### src/rtl/seg_scan_decoder.sv
// ----------------------------------------------------------------------------
// seg_scan_decoder
//
// Drives an 8-digit multiplexed seven-segment display from a 32-bit hex value.
// A divider holds each digit lit for SCAN_DIV clk cycles, then the scan index
// advances 0..7 and wraps. Display data is captured into shadow registers on
// a load strobe, so the image stays stable while the CPU keeps running.
//
// Ports:
//   clk        system clock, rising edge
//   rst        asynchronous, active-high reset
//   load       capture data/dp_in/digit_en into the shadow registers
//   data       32-bit value; digit i shows data[4i+3:4i], digit 0 rightmost
//   dp_in      per-digit decimal point request, active-high
//   digit_en   per-digit enable, 0 blanks that digit
//   an         anode select, active-low, at most one bit low
//   seg        segments, active-low, seg[0]=a .. seg[6]=g
//   dp         decimal point, active-low
//   frame_done one-cycle pulse when the scan wraps from digit 7 to digit 0
// ----------------------------------------------------------------------------
module seg_scan_decoder #(
   parameter int SCAN_DIV = 100000
) (
   input  logic        clk,
   input  logic        rst,
   input  logic        load,
   input  logic [31:0] data,
   input  logic [7:0]  dp_in,
   input  logic [7:0]  digit_en,
   output logic [7:0]  an,
   output logic [6:0]  seg,
   output logic        dp,
   output logic        frame_done
);

   // A one-bit counter is kept even for SCAN_DIV=1; it simply stays at 0.
   localparam int               CNT_W   = (SCAN_DIV > 1) ? $clog2(SCAN_DIV) : 1;
   localparam logic [CNT_W-1:0] CNT_MAX = CNT_W'(SCAN_DIV - 1);

   localparam logic [7:0] AN_OFF  = 8'hFF;
   localparam logic [6:0] SEG_OFF = 7'h7F;

   logic [CNT_W-1:0] div_cnt;
   logic [2:0]       idx;
   logic [31:0]      sh_data;
   logic [7:0]       sh_dp;
   logic [7:0]       sh_en;

   logic             tick;
   logic [3:0]       nibble;
   logic [6:0]       hex_seg;
   logic [7:0]       an_nxt;
   logic [6:0]       seg_nxt;
   logic             dp_nxt;

   assign tick = (div_cnt == CNT_MAX);

   // Scan divider and digit index. idx wraps 7 -> 0 naturally as a 3-bit value.
   // NOTE: sequential state uses non-blocking assignments so every register
   // samples pre-edge values, independent of block evaluation order.
   always_ff @(posedge clk or posedge rst) begin
      if (rst) begin
         div_cnt <= '0;
         idx     <= '0;
      end else if (tick) begin
         div_cnt <= '0;
         idx     <= idx + 3'd1;
      end else begin
         div_cnt <= div_cnt + CNT_W'(1);
      end
   end

   // Shadow registers. They are ordinary flops (not a RAM), so resetting them
   // is cheap and gives a defined blank-ish image ("00000000") after reset.
   always_ff @(posedge clk or posedge rst) begin
      if (rst) begin
         sh_data <= '0;
         sh_dp   <= '0;
         sh_en   <= 8'hFF;
      end else if (load) begin
         sh_data <= data;
         sh_dp   <= dp_in;
         sh_en   <= digit_en;
      end
   end

   // Selected nibble of the currently scanned digit.
   assign nibble = 4'(sh_data >> {idx, 2'b00});

   // Hex to active-low segment pattern, bit order g..a.
   always_comb begin
      hex_seg = SEG_OFF;
      unique case (nibble)
         4'h0: hex_seg = 7'h40;
         4'h1: hex_seg = 7'h79;
         4'h2: hex_seg = 7'h24;
         4'h3: hex_seg = 7'h30;
         4'h4: hex_seg = 7'h19;
         4'h5: hex_seg = 7'h12;
         4'h6: hex_seg = 7'h02;
         4'h7: hex_seg = 7'h78;
         4'h8: hex_seg = 7'h00;
         4'h9: hex_seg = 7'h10;
         4'hA: hex_seg = 7'h08;
         4'hB: hex_seg = 7'h03;
         4'hC: hex_seg = 7'h46;
         4'hD: hex_seg = 7'h21;
         4'hE: hex_seg = 7'h06;
         4'hF: hex_seg = 7'h0E;
      endcase
   end

   // Next output image for the current digit; a disabled digit is fully dark.
   // NOTE: every combinational output gets a default before any branch so no
   // path leaves it unassigned and no latch is inferred.
   always_comb begin
      an_nxt  = AN_OFF;
      seg_nxt = SEG_OFF;
      dp_nxt  = 1'b1;
      if (sh_en[idx]) begin
         an_nxt  = ~(8'b1 << idx);
         seg_nxt = hex_seg;
         dp_nxt  = ~sh_dp[idx];
      end
   end

   // Registered outputs: one cycle behind idx and the shadows. frame_done
   // coincides with the first cycle idx reads 0 after a 7 -> 0 wrap.
   always_ff @(posedge clk or posedge rst) begin
      if (rst) begin
         an         <= AN_OFF;
         seg        <= SEG_OFF;
         dp         <= 1'b1;
         frame_done <= 1'b0;
      end else begin
         an         <= an_nxt;
         seg        <= seg_nxt;
         dp         <= dp_nxt;
         frame_done <= tick && (idx == 3'd7);
      end
   end

endmodule

### config.mk
export PLATFORM = sky130hd
export DESIGN_NAME = seg_scan_decoder
export DESIGN_NICKNAME = d
export VERILOG_FILES = /design/src/rtl/seg_scan_decoder.sv
export SDC_FILE = /design/constraint.sdc
export NUM_CORES = 1
export LEC_CHECK = 0
export ABC_CLOCK_PERIOD_IN_PS = 7420
export BUFFER_PORTS_ARGS = -buffer_cell sky130_fd_sc_hd__clkbuf_2
export CAP_MARGIN = 20
export CELL_PAD_IN_SITES_DETAIL_PLACEMENT = 1
export CELL_PAD_IN_SITES_GLOBAL_PLACEMENT = 2
export CORE_UTILIZATION = 41
export DETAILED_ROUTE_END_ITERATION = 16
export PLACE_DENSITY_LB_ADDON = 0.15
export SETUP_SLACK_MARGIN = 0.5
export SLEW_MARGIN = 20
export SYNTH_ARGS = -nofsm -noshare
export SYNTH_HDL_FRONTEND = slang
export SYNTH_SLANG_ARGS = --single-unit
### constraint.sdc
create_clock -name clk -period 7.42 [get_ports clk]
set_input_delay 1.484 -clock clk [delete_from_list [all_inputs] [get_ports clk]]
set_output_delay 1.484 -clock clk [all_outputs]
set_load 0.02 [all_outputs]
==> Word level (Yosys, flattened, before mapping) <==
Memories as Yosys holds them, arrays and structs flattened.
Cells that the tools add are included.
{ "totals": {"regBits": 85, "romBits": 112, "wordCells": 28, "mem_count": 1} }
{ "op_classes": {"addsub": 2, "n_lt_le_gt_ge": 1, "n_eq_ne": 2, "shifts": 2, "muxes": 8, "n_bitwise": 2, "reduce_logical": 1} }
{ "memory_table": {"columns": ["name", "depth", "word_bits", "rd", "rd_clocked_by_memory_dff", "write_ports", "line", "text"], "rows": [
  ["(no name shown)", 16, 7, 1, 0, 0, "93", "unique case (nibble)"]
]} }
{ "ops": {"columns": ["cell", "count"], "rows": [
  ["$shr A32 B5 Y4", 1],
  ["$add A17 B1 Y17 const B", 1],
  ["$eq A17 B17 Y1 const B", 1],
  ["$mux W17", 1],
  ["$mux W8", 1],
  ["$not A8 Y8", 1],
  ["$shl A1 B3 Y8 const A", 1],
  ["$mux W7", 1],
  ["$bmux W1 S3", 2],
  ["$lt A3 B4 Y1 const B", 1],
  ["$add A3 B1 Y3 const B", 1],
  ["$eq A3 B3 Y1 const B", 1],
  ["$mux W1", 3],
  ["$logic_and A1 B1 Y1", 1],
  ["$not A1 Y1", 1]
]} }

==> Depth between registers and ports, before layout <==
{ "logic_depth": {"depth_word": 4, "ltp_mapped": 10, "depth_no_buf": 8} }

==> Worst setup path before layout <==
Ideal clock, no wire load.
{ "synth_path": {"path_kind": "input port to flip-flop", "start": "input load", "end": "register sh_data[0]", "setup_time_ns": 0.125, "t_arrival_ns": 2.523, "slack_ns": 4.773, "path_stages": 3, "n_path_buf": 2, "path_cell_list": "clkbuf_1 buf_1 mux2_2"} }
{ "synth_rtl": {"columns": ["item", "line", "text"], "rows": [
  ["start: declaration", "26", "input logic load,"],
  ["end signal: assignment", "81", "sh_data <= data;"],
  ["end: declaration", "45", "logic [31:0] sh_data;"]
]} }
No word-level cell between the ends.

==> Final worst setup path <==
{ "layout_path": {"start": "register idx[0]", "end": "register seg[0]"} }
{ "layout_between": {"elab_chain_cells": 3} }
{ "layout_lines": {"columns": ["item", "line", "text"], "rows": [
  ["start: declaration", "44", "logic [2:0] idx;"],
  ["start signal: assignment", "67", "idx <= idx + 3'd1;"],
  ["$shr A32 B5 Y4 or $bmux W1 S3 (tied branches)", "88, 120", null],
  ["$mem_v2 Z16 W7 or $mux W1 (tied branches)", null, null],
  ["$mux W7 *", "120", "if (sh_en[idx]) begin"],
  ["named net seg_nxt[0]", "53", "logic [6:0] seg_nxt;"],
  ["end signal: assignment", "137", "seg <= seg_nxt;"],
  ["end: declaration", "31", "output logic [6:0] seg,"]
]} }
The timed path passes the listed nets; every way through them passes the cells marked *. The select of a mux whose other input is x is not followed.
A chain may end at the register's enable or synchronous reset.

==> results.md <==
* RePlAce Congestion at 0.709
* Antenna cells at 0
* Setup Viol. Count Final at 0
* Initial Util at 0.423
* Post-DRT Antenna Nets at 0
* Worst Path Arrival at 3.02 ns
* Min Tclk post-route at 2.76 ns
* CTS resizes at 0
* HP Class: reg2reg
* Slowest stage delay, CP at 0.79 ns
* DRT Pass-1 Iters at 4
* Clock slew at reported path FFs at 0.09 ns
* Htree depth at 3
* Wire length per cell at 15.6 µm
* Worst path top cell family by delay: multiplexers
* WP buf/inv at 1
* Fmax at 363 MHz
* Setup TNS at 0 ns
* CP endpoint kind: flip-flop
* R2R cell count at 6
* Synth Net Count at 357
* Worst reg2reg path endpoint: seg[0]$_DFF_PP1_
* Layout cells sized above 1 at 0.474
* #FFs+latches synth at 85
* Detail-routed via count per cell at 4.94
* Cell-by-cell listing of the critical path: buf_4, mux4_2, mux2i_1, o21ai_0, a21oi_1, o31ai_1
* CP Max Fanout at 17
* GR Util All Layers at 0.174
* Final Hold Fails at 0
* Via count at 2438
* Post-synth ARST share at 1.00
* Clock sinks at 85
* Peak supply drop at 0.0925 mV
* Final worst-path cycle share at 0.372
* WS Path Type: reg2reg
* Synth Flop Type: dfrtp_1
* Status: finished, final reports clean
* Pleak at 2.01 nW
* Worst path slowest cell: mux2i_1
* Worst-Skew Late Latency at 0.35 ns
* P per Cell Area at 207 nW/µm²
* Die X-Extent at 99.7 µm
* Largest net degree at the start of global routing at 68
* Worst slew margin at 0.291
* Area delta synth->final at 16.2%
* CTS tree: built
* Worst slew pin tran at 1.03 ns
* Gr ovfl total at 0
* Sequential-to-total area share from yosys stat at 0.551
* YS warnings at 0
* Max-cap violations at 0
* Nets at 424
* Post-DP HPWL at 5410 µm
* PortBufs at 67
* Gate Count Post-Synth at 293
* Synth Cell Area at 3910 µm²
* Synth cell types at 42
* Final Skew at 0.0117 ns
* Global-route wire length before repair at 13200 µm
* Critical Path Stages at 6
* Core Region at 9240 µm²
* Setup Buffers After CTS at 0
* DRC errors left at 0
* Antenna violations before repair at 0
* CP startpoint kind: flip-flop
* RR Startpoint: idx[0]$_DFFE_PP0N_
* FP Rows at 35
* CP Data Required Time at 7.69 ns
* CTS max path bufs at 2
* CP endpoint: seg[0]$_DFF_PP1_
* Critical path origin: idx[0]$_DFFE_PP0N_
* RSZ-0062 raised after global routing: no
* Vias in the first global route at 2610
* Final max-slew violation count at 0
* # IOs at 68
* Root buffer cell: clkbuf_8
* Hold_buf cts at 0
* Final total power at 940 µW
* Routed wire length at 7720 µm
* Die Ht at 99.7 µm
* DR iter-0 viols at 92
* R2R setup slack at 4.66 ns
* Synth Area per Inst at 13.4 µm²
* Number of synthesized flops with an enable pin at 0
* Die area at 9940 µm²
* CTS Buf Count at 9
synth_stat cells (all sizes together) (2+ instances only):
| library cell | n | area share |
|---|---|---|
| nor2b | 2 | 0.0032 |
| mux2i | 9 | 0.023 |
| o21ai | 3 | 0.0038 |
| and2 | 3 | 0.0048 |
| nor2 | 13 | 0.012 |
| ha | 13 | 0.042 |
| mux2 | 51 | 0.15 |
| dfstp | 24 | 0.16 |
| dfrtp | 61 | 0.39 |
| nand3 | 9 | 0.012 |
| nor3 | 4 | 0.0051 |
| clkbuf | 7 | 0.0067 |
| o221ai | 4 | 0.0090 |
| nand2 | 25 | 0.024 |
| xnor2 | 10 | 0.022 |
| inv | 9 | 0.0086 |
| and3 | 4 | 0.0064 |
| or4b | 3 | 0.0077 |
| mux4 | 10 | 0.058 |
| xor2 | 6 | 0.013 |
| buf | 6 | 0.010 |
layer usage:
layer | vias up | part of all wire | global-route usage | wire, µm
li1 | 1163 | - | - | -
met1 | 1218 | 0.48 | 0.237 | 3690
met2 | 46 | 0.47 | 0.272 | 3610
met3 | 11 | 0.042 | 0.0464 | 326
met4 | 0 | 0.011 | 0.0577 | 87
met5 | - | 0 | 0 | 0
through the flow:
step / instance area [µm²] / hold WS [ns] / util / setup WS, ns / instances
floorplan: 3910 / 0.450 / - / 3.78 / 293
global placement: 4360 / 0.478 / 0.472 / 4.50 / 478
detailed placement: 4360 / 0.485 / 0.472 / 4.64 / 478
CTS: 4550 / 0.498 / 0.492 / 4.64 / 494
global route: 4550 / 0.523 / 0.492 / 4.36 / 494
finish: 4550 / 0.492 / 0.492 / 4.66 / 494
worst register-to-register path: stages, from the launching register on:
cell and delay, ns:
dfrtp_1 0.34, buf_4 0.30, mux4_2 0.58, mux2i_1 0.79
o21ai_0 0.35, a21oi_1 0.24, o31ai_1 0.08
final cells by class:
type	count	area, µm²
fill	997	4690
sequential	85	2160
multi-input combinational	185	1650
timing repair buffer	69	353
tap	129	161
clock buffer	10	138
clock inverter	6	46.3
inverter	10	38.8
cells by family after synthesis:
kind of cell / count (synthesis) / share of synthesized area
flops: 85 / 0.551
simple gates: 71 / 0.0899
mux: 70 / 0.227
buf+inv: 23 / 0.0265
xor+xnor: 16 / 0.0358
compound gates: 15 / 0.0275
fa+ha+maj: 13 / 0.0416
state kept, by name, indices dropped and copies added (netlist names):
register    count
sh_dp           8
div_cnt        17
dp              1
idx             3
sh_en           8
an              8
frame_done      1
seg             7
sh_data        32
worst min-delay path by stage:
stage | from | to | slack (ns) | cells past startpoint
after global routing | div_cnt[0]$_DFF_PP0_ | div_cnt[0]$_DFF_PP0_ | 0.52 | 1
after CTS | div_cnt[0]$_DFF_PP0_ | div_cnt[0]$_DFF_PP0_ | 0.50 | 1
after detailed placement | div_cnt[0]$_DFF_PP0_ | div_cnt[0]$_DFF_PP0_ | 0.49 | 1
after global placement | div_cnt[0]$_DFF_PP0_ | div_cnt[0]$_DFF_PP0_ | 0.48 | 1
final | div_cnt[0]$_DFF_PP0_ | div_cnt[0]$_DFF_PP0_ | 0.49 | 1
after floorplan | div_cnt[0]$_DFF_PP0_ | div_cnt[0]$_DFF_PP0_ | 0.45 | 1
cell usage in the layout, fill, tap and decap left out, types with 2 or more instances in the layout:
cell type / netlist / final
mux2_2: 51 / 51
o21ai_0: 3 / 3
mux2i_1: 9 / 9
clkinv_4: 0 / 2
inv_1: 9 / 8
xor2_1: 6 / 6
nor2_1: 13 / 13
dfrtp_1: 61 / 61
mux4_2: 10 / 10
clkinvlp_4: 0 / 2
and2_1: 3 / 3
o221ai_1: 4 / 4
clkbuf_8: 0 / 10
or4b_1: 2 / 2
buf_4: 1 / 2
nor2b_1: 2 / 2
nor3_1: 4 / 4
dfstp_2: 24 / 24
and3_1: 4 / 4
clkinv_2: 0 / 2
nand2_1: 25 / 25
clkbuf_2: 0 / 66
nand3_1: 9 / 9
xnor2_1: 10 / 10
ha_1: 13 / 13
power breakdown:
part | switching (mW) | internal, mW
sequential | 0.0144 | 0.504
clock | 0.172 | 0.133
combinational | 0.0591 | 0.0575
(Power assumes the default switching activity.)
